**config.mk**
```make
export PLATFORM = sky130hd
export DESIGN_NAME = fetch_stage
export DESIGN_NICKNAME = d
export VERILOG_FILES = /design/src/rtl/fetch_stage.sv
export SDC_FILE = /design/constraint.sdc
export NUM_CORES = 1
export LEC_CHECK = 0
export CORE_ASPECT_RATIO = 1.25
export CORE_MARGIN = 5
export CORE_UTILIZATION = 30
export DETAILED_ROUTE_END_ITERATION = 6
export HOLD_SLACK_MARGIN = 0.05
export PLACE_DENSITY = 0.59
export SLEW_MARGIN = 20
export SYNTH_ARGS = -nofsm -noshare
export SYNTH_HDL_FRONTEND = slang
export SYNTH_SLANG_ARGS = --single-unit
```
**constraint.sdc**
```tcl
create_clock -name clock -period 13.2 [get_ports clock]
set_input_delay 2.64 -clock clock [delete_from_list [all_inputs] [get_ports clock]]
set_output_delay 2.64 -clock clock [all_outputs]
set_load 0.005 [all_outputs]
```
**src/rtl/fetch_stage.sv**
```systemverilog
// fetch_stage: PC owner and IF/ID register with stall, redirect/flush, misaligned trap and ECALL halt
module fetch_stage #(
  parameter logic [31:0] RESET_PC = 32'h0000_0000,
  parameter logic [31:0] NOP_INSN = 32'h0000_0013,
  parameter bit HALT_ON_ECALL = 1'b1,
  parameter int COUNT_W = 32
) (
  input  logic clock,
  input  logic reset,
  input  logic stall,
  input  logic redirect_valid,
  input  logic [31:0] redirect_pc,
  output logic [31:0] imem_address,
  output logic [31:0] imem_data_in,
  output logic imem_read_write,
  input  logic [31:0] imem_data_out,
  output logic [31:0] if_pc,
  output logic [31:0] if_insn,
  output logic if_valid,
  output logic halted,
  output logic misaligned,
  output logic [COUNT_W-1:0] fetch_count
);
  typedef enum logic [1:0] {BOOT, RUN, HALT} state_t;
  state_t state, state_n;
  logic [31:0] pc, pc_n, if_pc_n, if_insn_n;
  logic if_valid_n, misaligned_n, aligned, ecall;
  logic [COUNT_W-1:0] count_n;
  assign imem_address = pc;
  assign imem_data_in = 32'h0;
  assign imem_read_write = 1'b0;
  assign halted = state == HALT;
  assign aligned = redirect_pc[1:0] == 2'b00;
  assign ecall = HALT_ON_ECALL && imem_data_out == 32'h0000_0073;
  always_comb begin
    state_n = state;
    pc_n = pc;
    if_pc_n = if_pc;
    if_insn_n = if_insn;
    if_valid_n = if_valid;
    misaligned_n = misaligned;
    count_n = fetch_count;
    if (state == BOOT) state_n = RUN;
    else if (state == RUN) begin
      if (redirect_valid && aligned) begin
        pc_n = redirect_pc;
        if_valid_n = 1'b0;
        if_insn_n = NOP_INSN;
      end else if (redirect_valid) begin
        misaligned_n = 1'b1;
        if_valid_n = 1'b0;
        state_n = HALT;
      end else if (!stall) begin
        if_insn_n = imem_data_out;
        if_pc_n = pc;
        if_valid_n = 1'b1;
        count_n = fetch_count + COUNT_W'(1);
        pc_n = ecall ? pc : pc + 32'd4;
        state_n = ecall ? HALT : RUN;
      end
    end else begin
      // a halt caused by a bad target is only left through reset
      if (redirect_valid && aligned && !misaligned) begin
        pc_n = redirect_pc;
        if_valid_n = 1'b0;
        if_insn_n = NOP_INSN;
        state_n = RUN;
      end else if (!stall) begin
        if_valid_n = 1'b0;
        if_insn_n = NOP_INSN;
      end
    end
  end
  always_ff @(posedge clock or posedge reset) begin
    if (reset) begin
      state <= BOOT;
      pc <= RESET_PC;
      if_pc <= RESET_PC;
      if_insn <= NOP_INSN;
      if_valid <= 1'b0;
      misaligned <= 1'b0;
      fetch_count <= '0;
    end else begin
      state <= state_n;
      pc <= pc_n;
      if_pc <= if_pc_n;
      if_insn <= if_insn_n;
      if_valid <= if_valid_n;
      misaligned <= misaligned_n;
      fetch_count <= count_n;
    end
  end
endmodule
```
# Word level (Yosys, flattened, before mapping)
# Index checks and enable logic that the tools add are counted.
[word_totals]
latchBits = 0
mem_bits_ro = 0
output_inout_bits = 164
ff_bits = 132
ram_bits = 0
n_memories = 0
[classes]
n_div = 0
order_cmp = 0
n_mul = 0
addsub = 2
bitwise = 4
n_shift = 0
eq_ne = 10
reduce_logical = 13
n_mux = 25
[ops]
columns = ["op", "count"]
rows = [
  ["32-bit 2-to-1 mux", 12],
  ["32-bit by 1-bit adder with 32-bit output, second input constant", 1],
  ["32-bit by 3-bit adder with 32-bit output, second input constant", 1],
  ["32-bit by 7-bit == test with 1-bit output, second input constant", 1],
  ["2-bit 2-to-1 mux", 7],
  ["5-bit AND reduction", 2],
  ["3-bit by 2-bit inequality test with 1-bit output, second input constant", 3],
  ["4-bit AND reduction", 2],
  ["1-bit 2-to-1 mux", 6],
  ["3-bit AND reduction", 2],
  ["2-bit zero test", 2],
  ["4-bit by 3-bit inequality test with 1-bit output, second input constant", 1],
  ["4-bit inequality test, second input constant", 1],
  ["1-bit inverter", 4],
  ["3-bit by 1-bit inequality test with 1-bit output, second input constant", 1],
  ["3-bit inequality test, second input constant", 1],
  ["3-bit nonzero test", 1],
  ["2-bit by 1-bit == test with 1-bit output, second input constant", 1],
  ["2-bit == test, second input constant", 1],
  ["1-bit logical AND", 2],
  ["2-bit nonzero test", 1],
  ["1-bit zero test", 1],
]

# Longest topological paths before layout
# Gate-level depths: netlist of run 1.
[logic_depth]
depth_word = 7
depth_mapped = 9
depth_no_buf = 6

# Worst setup path after synthesis of run 1
# Ideal clock, no wire load.
[synth_timing]
path_type = "input-to-reg"
start = "input redirect_valid"
end = "register pc[27] (netlist: imem_address[27])"
n_path_buf = 2
path_stages = 7
arrival_ps = 4215
setup_slack_ps = 8864
path_cell_list = "buf_4 or3b_1 clkbuf_1 nor3b_4 nor2_2 or3_1 a32o_1"
[synth_between]
elab_chain_len = 4
word_cells_on_any_way = 9
[synth_rtl]
columns = ["item", "line_no", "text"]
rows = [
  ["start, declared", "11", "input logic redirect_valid,"],
  ["1-bit logical AND", "45, 63", ""],
  ["1-bit logical AND", "63", "if (redirect_valid && aligned && !misaligned) begin"],
  ["2-bit nonzero test (no line)", "--", ""],
  ["5-bit AND reduction (no line)", "--", ""],
  ["end signal, assigned", "85", "pc <= pc_n;"],
  ["end, declared", "26", "logic [31:0] pc, pc_n, if_pc_n, if_insn_n;"],
]
# Parallel ways exist; a longest one is shown, timed or not.
# A chain may end at the register's enable or synchronous reset.

# Worst setup path after layout of run 1
[layout_timing]
start = "input redirect_valid"
end = "register fetch_count[27]"
[layout_between]
elab_chain_len = 3
word_cells_on_any_way = 4
[layout_rtl]
columns = ["item", "line_no", "text"]
rows = [
  ["1-bit logical AND", "45", "if (redirect_valid && aligned) begin"],
  ["1-bit inverter (no line)", "--", ""],
  ["5-bit AND reduction (no line) (*)", "--", ""],
  ["end signal, assigned", "90", "fetch_count <= count_n;"],
  ["end, declared", "22", "output logic [COUNT_W-1:0] fetch_count"],
]
# Every way passes the cells marked *; elsewhere a longest branch is shown, timed or not.

==> metrics.md, run 1 <==
| Metric | Value |
|---|---|
| Layout cell share with drive strength beyond 1 | `6.81%` |
| Final Net Count | `894` |
| Pin count of the biggest net entering global routing | `87` |
| Drt drc | `0` |
| Min-delay worst type | `flop to flop` |
| Area leader, netlist | `dfrtp_1` |
| Mapped cell area | `0.00632 mm^2` |
| CP required | `13.51 ns` |
| CP Launch Type | `primary input` |
| Vias in the first global route | `5429` |
| Max_cap viols | `0` |
| Initial Util | `30.4%` |
| Minimum clock period after layout | `4.99 ns` |
| Post-Synth Simple-Gate Area | `20.8%` |
| Critical path's slowest cell | `buf_4` |
| Total routed wirelength | `19700 um` |
| Leakage power | `3.83 nW` |
| Yosys reg bits | `around 130` |
| Synth cell types | `between 60 and 70` |
| Setup_tns | `0 ns` |
| Initial antenna violation count | `0` |
| Worst path bufs/invs | `2` |
| Clk root buf | `clkbuf_16` |
| Worst setup EP type | `flop` |
| Clock-pin slew on the worst setup and hold paths | `0.06 ns` |
| Fin area | `0.00908 mm^2` |
| Synth Area per Inst | `9.97 um^2` |
| Worst path top cell family by delay | `simple AND/OR/NAND/NOR gates` |
| Setup Viol. Count Final | `0` |
| Multi-input gate area in the final layout | `between 0.002 and 0.003 mm^2` |
| Worst-path cell chain | `clkdlybuf4s50_1 > nor4b_4 > buf_4 > nand4_1 > nor3_2 > nand3_1 > xnor2_1` |
| Layout Area Growth over Synthesis | `43.7%` |
| Vias/cell | `4.88` |
| RSZ-0062 raised after global routing | `false` |
| Filler Cells Inserted | `2058` |
| Post-Synth Adder-Cell Area | `less than 1%` |
| Commonest register cell after synthesis | `dfrtp_1` |
| WS Path Type | `primary input to flop` |
| Worst-margin pin slew | `0.992 ns` |
| Synth Area in Compound Gates | `15.4%` |
| Number of flops mapped to enable cells by yosys | `0` |
| Die Y | `172 um` |
| Critical Path AT | `5.30 ns` |
| Mux cell area share after synthesis | `0.317%` |
| Placed inst area | `0.00846 mm^2` |
| Power, Total | `~1.7 mW` |
| Worst slew margin | `33.9%` |
| # H-tree levels | `4` |
| Core ar. | `0.0208 mm^2` |
| # rows | `59` |
| Pwr/cell area | `between 150 and 200 mW/mm^2` |
| Clock tree buffer depth | `2` |
| Top cell type's share of synthesized area | `51.0%` |
| Num Clock Sinks | `132` |
| Post-Synthesis Cells | `634` |
| Worst-skew pair later-pin latency | `0.42 ns` |
| TritonRoute pass-1 iters | `4` |
| HPWL Detailed | `13800 um` |
| Resized cells post-CTS | `0` |
| Port Buffers | `198` |
| Routed WL per cell | `17.7 um` |
| GRT Util Overall | `16.1%` |
| First DRT Iteration DRCs | `roughly 370` |
| Final Util | `roughly 44%` |
| Seq. cell area | `0.00331 mm^2` |
| Die area | `between 0.02 and 0.025 mm^2` |
| Post-synthesis xor/xnor area fraction | `4.29%` |
| First-pass GRT wire length | `30800 um` |
| Period utilisation layout | `a little under two fifths` |
| Main combinational cell family by area after synthesis | `simple AND/OR/NAND/NOR gates` |
| Io pins | `232` |
| Die width | `140 um` |
| TritonCTS clock tree | `yes` |
| CTS buffer count | `17` |
| Sequential area share after synthesis | `52.3%` |
| Antenna viol nets, final | `0` |
| Critical Path Max Stage Delay | `0.62 ns` |
| Hold_buf cts | `0` |
| Hold Fails Final Rpt | `0` |
| Fmax | `0.200 GHz` |
| Dominant cells by area after synthesis | `dfrtp_1 51%, nand2_1 7.8%, a22o_1 4.2%, buf_4 4.0%, xnor2_1 3.5%` |
| GP Congestion | `0.822` |
| Maximum vdd drop | `96.2 uV` |
| Total grt overflow | `0` |
| Ys Warns | `0` |
| Max Fanout on Critical Path | `61` |
| Postcts setup bufs | `0` |
| Diode count | `0` |
| Clk_skew | `0.00859 ns` |
| FFs w/ async S/R, synth | `between 90% and 100%` |
| Slew Viols, Final | `0` |
| DR vias | `~5400` |
| Status | `finished clean` |
==> cell usage after synthesis (6+ instances only) <==
library cell,count
nor2_1,28
nor4_1,9
nand4_1,13
o22ai_1,12
a2bb2oi_1,9
clkbuf_1,23
a22o_1,30
or3_1,7
buf_4,34
xor2_1,6
xnor2_1,25
inv_1,8
and3_1,7
a21oi_1,19
dfrtp_1,129
o22a_1,10
o21ai_0,19
nand3_1,28
nand2_1,131
==> final timing paths <==
kind                                             start                      endpoint  slack (ns)  cells past startpoint
min                               if_pc[1]$_DFFE_PP0P_          if_pc[1]$_DFFE_PP0P_        0.47                      2
max                                     redirect_valid   fetch_count[27]$_DFFE_PP0P_        8.21                      7
max reg2reg                imem_address[2]$_DFFE_PP0P_  imem_address[26]$_DFFE_PP0P_       10.48                      6
min reg2reg                       if_pc[1]$_DFFE_PP0P_          if_pc[1]$_DFFE_PP0P_        0.47                      2
min in group asynchronous                        reset   fetch_count[21]$_DFFE_PP0P_        2.77                      2
max in group asynchronous                        reset         if_pc[21]$_DFFE_PP0P_        9.29                      3
==> area by class of cell <==
class                   count  area share (%)
clock buffers              19            4.99
clock inverters            13            1.91
inverters                   8           0.386
multi-input cells         462            30.3
flip-flops and latches    132            36.4
well taps                 274            3.77
repair buffers            203            22.2
==> per-stage QoR <==
step	setup WS, ns	instances	hold WS, ns
floorplan	7.04	666	0.468
global placement	7.52	1079	0.457
detailed placement	7.75	1079	0.461
CTS	8.18	1111	0.477
global route	7.95	1111	0.496
finish	8.21	1111	0.472
==> power by group <==
part	internal (mW)	leakage [nW]	switching (mW)
sequential	0.511	1.69	0.125
combinational	0.297	1.85	0.231
clock	0.310	0.296	0.192
total	1.12	3.83	0.548
==> logic make-up after synthesis <==
group                      after synthesis
AOI/OAI and AO/OA                      131
xor gates and xnor gates                31
adders and majority gates                2
buffers and inverters                   72
DFF                                    132
muxes                                    2
other                                    1
and+or+nand+nor                        263
==> cells in the final DEF (no fill, tap or decap), drive strengths merged, types with 3 or more instances in the layout <==
master         instances
a21oi                 19
a22o                  30
a2bb2oi                9
a31oi                  3
a32o                   3
and3                   7
and4                   5
buf                    5
bufinv                 3
clkbuf                19
clkdlybuf4s50        198
clkinv                 5
clkinvlp               3
conb                  33
dfrtp                129
dfstp                  3
inv                   10
nand2                131
nand3                 28
nand4                 14
nor2                  29
nor2b                  4
nor3                   7
nor3b                  5
nor4                  10
o2111ai                4
o211ai                 4
o21ai                 19
o22a                  10
o22ai                 12
or3                    7
or4                    4
xnor2                 25
xor2                   6
==> flip-flops by register name, indices dropped and copies added, names as in the netlist <==
name / flops
fetch_count: 32
if_insn: 32
if_pc: 32
imem_address: 32
state: 2
if_valid: 1
misaligned: 1
==> routing by layer <==
metal	routed length, um	track usage [%]	share of wire, %	up-vias
met5	0	0	0	-
met4	218	4.47	1.1	0
met3	1280	4.18	6.5	14
met2	9470	26.4	48	184
met1	8680	21.2	44	2646
li1	-	-	-	2580
==> worst min-delay path, stage by stage, from the launching register on <==
cell and delay (ns):
dfrtp_1 0.34, nand2_1 0.05, nand2_1 0.06
Note: power is estimated with default switching activity, not from simulation.
==> inputs of run 2 (changes only) <==
--- a/config.mk
+++ b/config.mk
@@ -10,7 +10,7 @@
 export CORE_UTILIZATION = 30
 export DETAILED_ROUTE_END_ITERATION = 6
 export HOLD_SLACK_MARGIN = 0.05
-export PLACE_DENSITY = 0.59
+export PLACE_DENSITY = 0.61
 export SLEW_MARGIN = 20
 export SYNTH_ARGS = -nofsm -noshare
 export SYNTH_HDL_FRONTEND = slang
==> constraint.sdc (replaced) <==
create_clock -name clock -period 4.3 [get_ports clock]
set_input_delay 0.86 -clock clock [delete_from_list [all_inputs] [get_ports clock]]
set_output_delay 0.86 -clock clock [all_outputs]
set_load 0.005 [all_outputs]
==> run 2 against run 1 <==
Core utilization is essentially flat. First-iteration DRC count down 17%. Sequential cell count unchanged. Register-to-register slack worse by 8.9 ns. Sequential power grew to 3.1 times the previous value. Clock power rose to 2.7 times the previous value. Setup slack worse by 6.9 ns. Routed wire length rose by 2.4%. Final area barely moved. Final cell count up 0.72%. Non-clock buffer count increased by 8. Sequential share of layout area barely moved. Critical endpoint is now imem_address[26]$_DFFE_PP0P_.
==> metrics.md, run 2 (synthesis results as in run 1) <==
| Metric | Value |
|---|---|
| HPWL Detailed | `14400 um (was 13800 um)` |
| Setup_tns | `0 ns (unchanged)` |
| Setup Viol. Count Final | `0 (unchanged)` |
| Die width | `140 um (unchanged)` |
| Worst-skew pair later-pin latency | `0.42 ns (about the same)` |
| Initial Util | `30.4% (unchanged)` |
| Max Fanout on Critical Path | `19 (was 61)` |
| Crit path launch | `redirect_valid (unchanged)` |
| Layout cell share with drive strength beyond 1 | `7.57% (was 6.81%)` |
| Worst Reg-to-Reg Cells | `6 (unchanged)` |
| Clk_skew | `0.00843 ns (was 0.00859 ns)` |
| Sequential power share | `39.6% (was 38.2%)` |
| Num Clock Sinks | `132 (unchanged)` |
| Worst-margin pin slew | `0.998 ns (was 0.992 ns)` |
| Worst-path cell chain | `clkdlybuf4s50_1 > or3b_1 > nor3b_4 > nor2_2 > or3_1 > a32o_1 (was clkdlybuf4s50_1 > nor4b_4 > buf_4 > nand4_1 > nor3_2 > nand3_1 > xnor2_1)` |
| Grt met2 use | `28.0% (was 26.4%)` |
| Vias in the first global route | `5603 (was 5429)` |
| First-pass GRT wire length | `31500 um (was 30800 um)` |
| WS Path Type | `primary input to flop (unchanged)` |
| Grt met3 use | `4.79% (was 4.18%)` |
| Worst slew margin | `33.5% (was 33.9%)` |
| Worst path top cell family by delay | `simple AND/OR/NAND/NOR gates (unchanged)` |
| Max_cap viols | `0 (unchanged)` |
| DR vias | `5475 (was 5424)` |
| CP Depth | `6 (was 7)` |
| Maximum vdd drop | `275 uV (was 96.2 uV)` |
| Total grt overflow | `0 (unchanged)` |
| Critical path's slowest cell | `clkdlybuf4s50_1 (was buf_4)` |
| Gr busiest metal | `met2 (unchanged)` |
| Clock-pin slew on the worst setup and hold paths | `0.06 ns (about the same)` |
| Worst R2R End | `imem_address[26]$_DFFE_PP0P_ (unchanged)` |
| Hold_buf cts | `0 (unchanged)` |
| Resized cells post-CTS | `0 (unchanged)` |
| Total routed wirelength | `20100 um (was 19700 um)` |
| Worst setup EP type | `flop (unchanged)` |
| Postcts setup bufs | `0 (unchanged)` |
| Power, Total | `4.95 mW (was 1.67 mW)` |
| Status | `finished clean (unchanged)` |
| Sw power | `1.68 mW (was 0.548 mW)` |
| Die Y | `172 um (unchanged)` |
| Filler Cells Inserted | `2070 (was 2058)` |
| # H-tree levels | `4 (unchanged)` |
| Pin count of the biggest net entering global routing | `133 (was 87)` |
| Antenna viol nets, final | `0 (unchanged)` |
| Critical Path AT | `3.27 ns (was 5.30 ns)` |
| GP Congestion | `0.841 (was 0.822)` |
| R2r setup slk | `1.55 ns (was 10.48 ns)` |
| # rows | `59 (unchanged)` |
| Port Buffers | `198 (unchanged)` |
| Placed inst area | `0.00853 mm^2 (was 0.00846 mm^2)` |
| Min-delay worst type | `flop to flop (unchanged)` |
| Critical Path Max Stage Delay | `0.66 ns (was 0.62 ns)` |
| Io pins | `232 (unchanged)` |
| Sw frac | `34.0% (was 32.9%)` |
| Layout Area Growth over Synthesis | `43.5% (was 43.7%)` |
| Leakage power | `3.84 nW (was 3.83 nW)` |
| Most frequent cells in the layout | `198 x clkdlybuf4s50_1, 130 x nand2_1, 129 x dfrtp_1 (unchanged)` |
| Final Net Count | `902 (was 894)` |
| Inst Count DP | `1087 (was 1079)` |
| Clk root buf | `clkbuf_16 (unchanged)` |
| Commonest non-fill, non-tap cell in the layout | `clkdlybuf4s50_1 (unchanged)` |
| Hold Fails Final Rpt | `0 (unchanged)` |
| GRT Util Overall | `16.5% (was 16.1%)` |
| Die area | `0.0241 mm^2 (unchanged)` |
| First DRT Iteration DRCs | `308 (was 369)` |
| Minimum clock period after layout | `2.97 ns` |
| Routed WL per cell | `18.0 um (was 17.7 um)` |
| Combinational Power Share | `33.0% (was 31.7%)` |
| CP Launch Type | `primary input (unchanged)` |
| WHS | `0.472 ns (about the same)` |
| Pwr/cell area | `546 mW/mm^2 (was 184 mW/mm^2)` |
| Period utilisation layout | `between 60% and 70%` |
| Internal cell power | `3.27 mW (was 1.12 mW)` |
| Worst Setup EP | `imem_address[26]$_DFFE_PP0P_ (was fetch_count[27]$_DFFE_PP0P_)` |
| CTS buffer count | `17 (unchanged)` |
| CP required | `4.60 ns (was 13.51 ns)` |
| Worst path bufs/invs | `1 (was 2)` |
| Drt drc | `0 (unchanged)` |
| Clk pwr share | `27.4% (was 30.1%)` |
| Diode count | `0 (unchanged)` |
| Fmax | `~0.34 GHz` |
| R2r startpoint | `imem_address[3]$_DFFE_PP0P_ (was imem_address[2]$_DFFE_PP0P_)` |
| Met1 usage | `20.5% (was 21.2%)` |
| Fin area | `0.00908 mm^2 (about the same)` |
| RSZ-0062 raised after global routing | `false (unchanged)` |
| Non-filler cells, final | `1119 (was 1111)` |
| Initial antenna violation count | `0 (unchanged)` |
| Core ar. | `0.0208 mm^2 (unchanged)` |
| TritonCTS clock tree | `yes (unchanged)` |
| Clock tree buffer depth | `2 (unchanged)` |
| TritonRoute pass-1 iters | `4 (unchanged)` |
| Slew Viols, Final | `0 (unchanged)` |
| Vias/cell | `4.89 (was 4.88)` |
-- run 2: cell types whose count changed in the layout (fill, tap and decap cells not counted), sizes merged --
cell	before	now
buf	5	13
bufinv	3	0
inv	10	12
clkinvlp	3	4
-- run 2: worst min-delay path by stage --
| stage | from | endpoint | slack (ns) | cells after the start |
|---|---|---|---|---|
| 6_report | if_pc[4]$_DFFE_PP0P_ | if_pc[4]$_DFFE_PP0P_ | 0.47 | 2 |
| 5_1_grt | fetch_count[31]$_DFFE_PP0P_ | fetch_count[31]$_DFFE_PP0P_ | 0.50 | 1 |
| 4_1_cts | if_pc[20]$_DFFE_PP0P_ | if_pc[20]$_DFFE_PP0P_ | 0.48 | 2 |
| 3_5_place_dp | if_pc[12]$_DFFE_PP0P_ | if_pc[12]$_DFFE_PP0P_ | 0.46 | 2 |
| 3_3_place_gp | if_pc[26]$_DFFE_PP0P_ | if_pc[26]$_DFFE_PP0P_ | 0.46 | 2 |
| 2_1_floorplan | fetch_count[31]$_DFFE_PP0P_ | fetch_count[31]$_DFFE_PP0P_ | 0.47 | 1 |
-- run 2: power by group through the flow --
| stage | combinational [mW] | clock (mW) | sequential [mW] |
|---|---|---|---|
| global placement | 1.65 | 0 | 1.98 |
| global route | 1.79 | 1.45 | 2.03 |
| finish | 1.63 | 1.36 | 1.96 |
| floorplan | 0.730 | 0 | 1.89 |
| CTS | 1.67 | 1.40 | 1.97 |
| detailed placement | 1.66 | 0 | 1.99 |
-- run 2: tightest hold or removal path, stage by stage, from the launching register on --
cell	delay (ns)
dfrtp_1	0.34
nand2_1	0.05
nand2_1	0.05
-- run 2: through the flow --
stage                     setup WS [ns]  utilization [%]
final                              1.33             43.6
after global routing               1.23             43.6
after CTS                          1.34             43.6
after detailed placement          0.899             41.0
after global placement            0.956             41.0
after floorplan                    1.74                -
-- run 2: cell type report --
class / count / area (um^2) / share of cell area, %
flip-flops and latches: 132 / 3310 / 36.4
multi-input cells: 462 / 2750 / 30.3
repair buffers: 211 / 2090 / 23.0
clock buffers: 19 / 453 / 4.99
well taps: 274 / 343 / 3.78
clock inverters: 13 / 98.8 / 1.09
inverters: 8 / 33.8 / 0.372
-- run 2: routing by layer --
metal  part of all wire (%)  vias to the layer above  wire (um)
met3                    7.3                       19       1480
met1                     42                     2641       8500
met2                     49                      206       9880
met4                    1.3                        0        256
li1                       -                     2609          -
met5                      0                        -          0
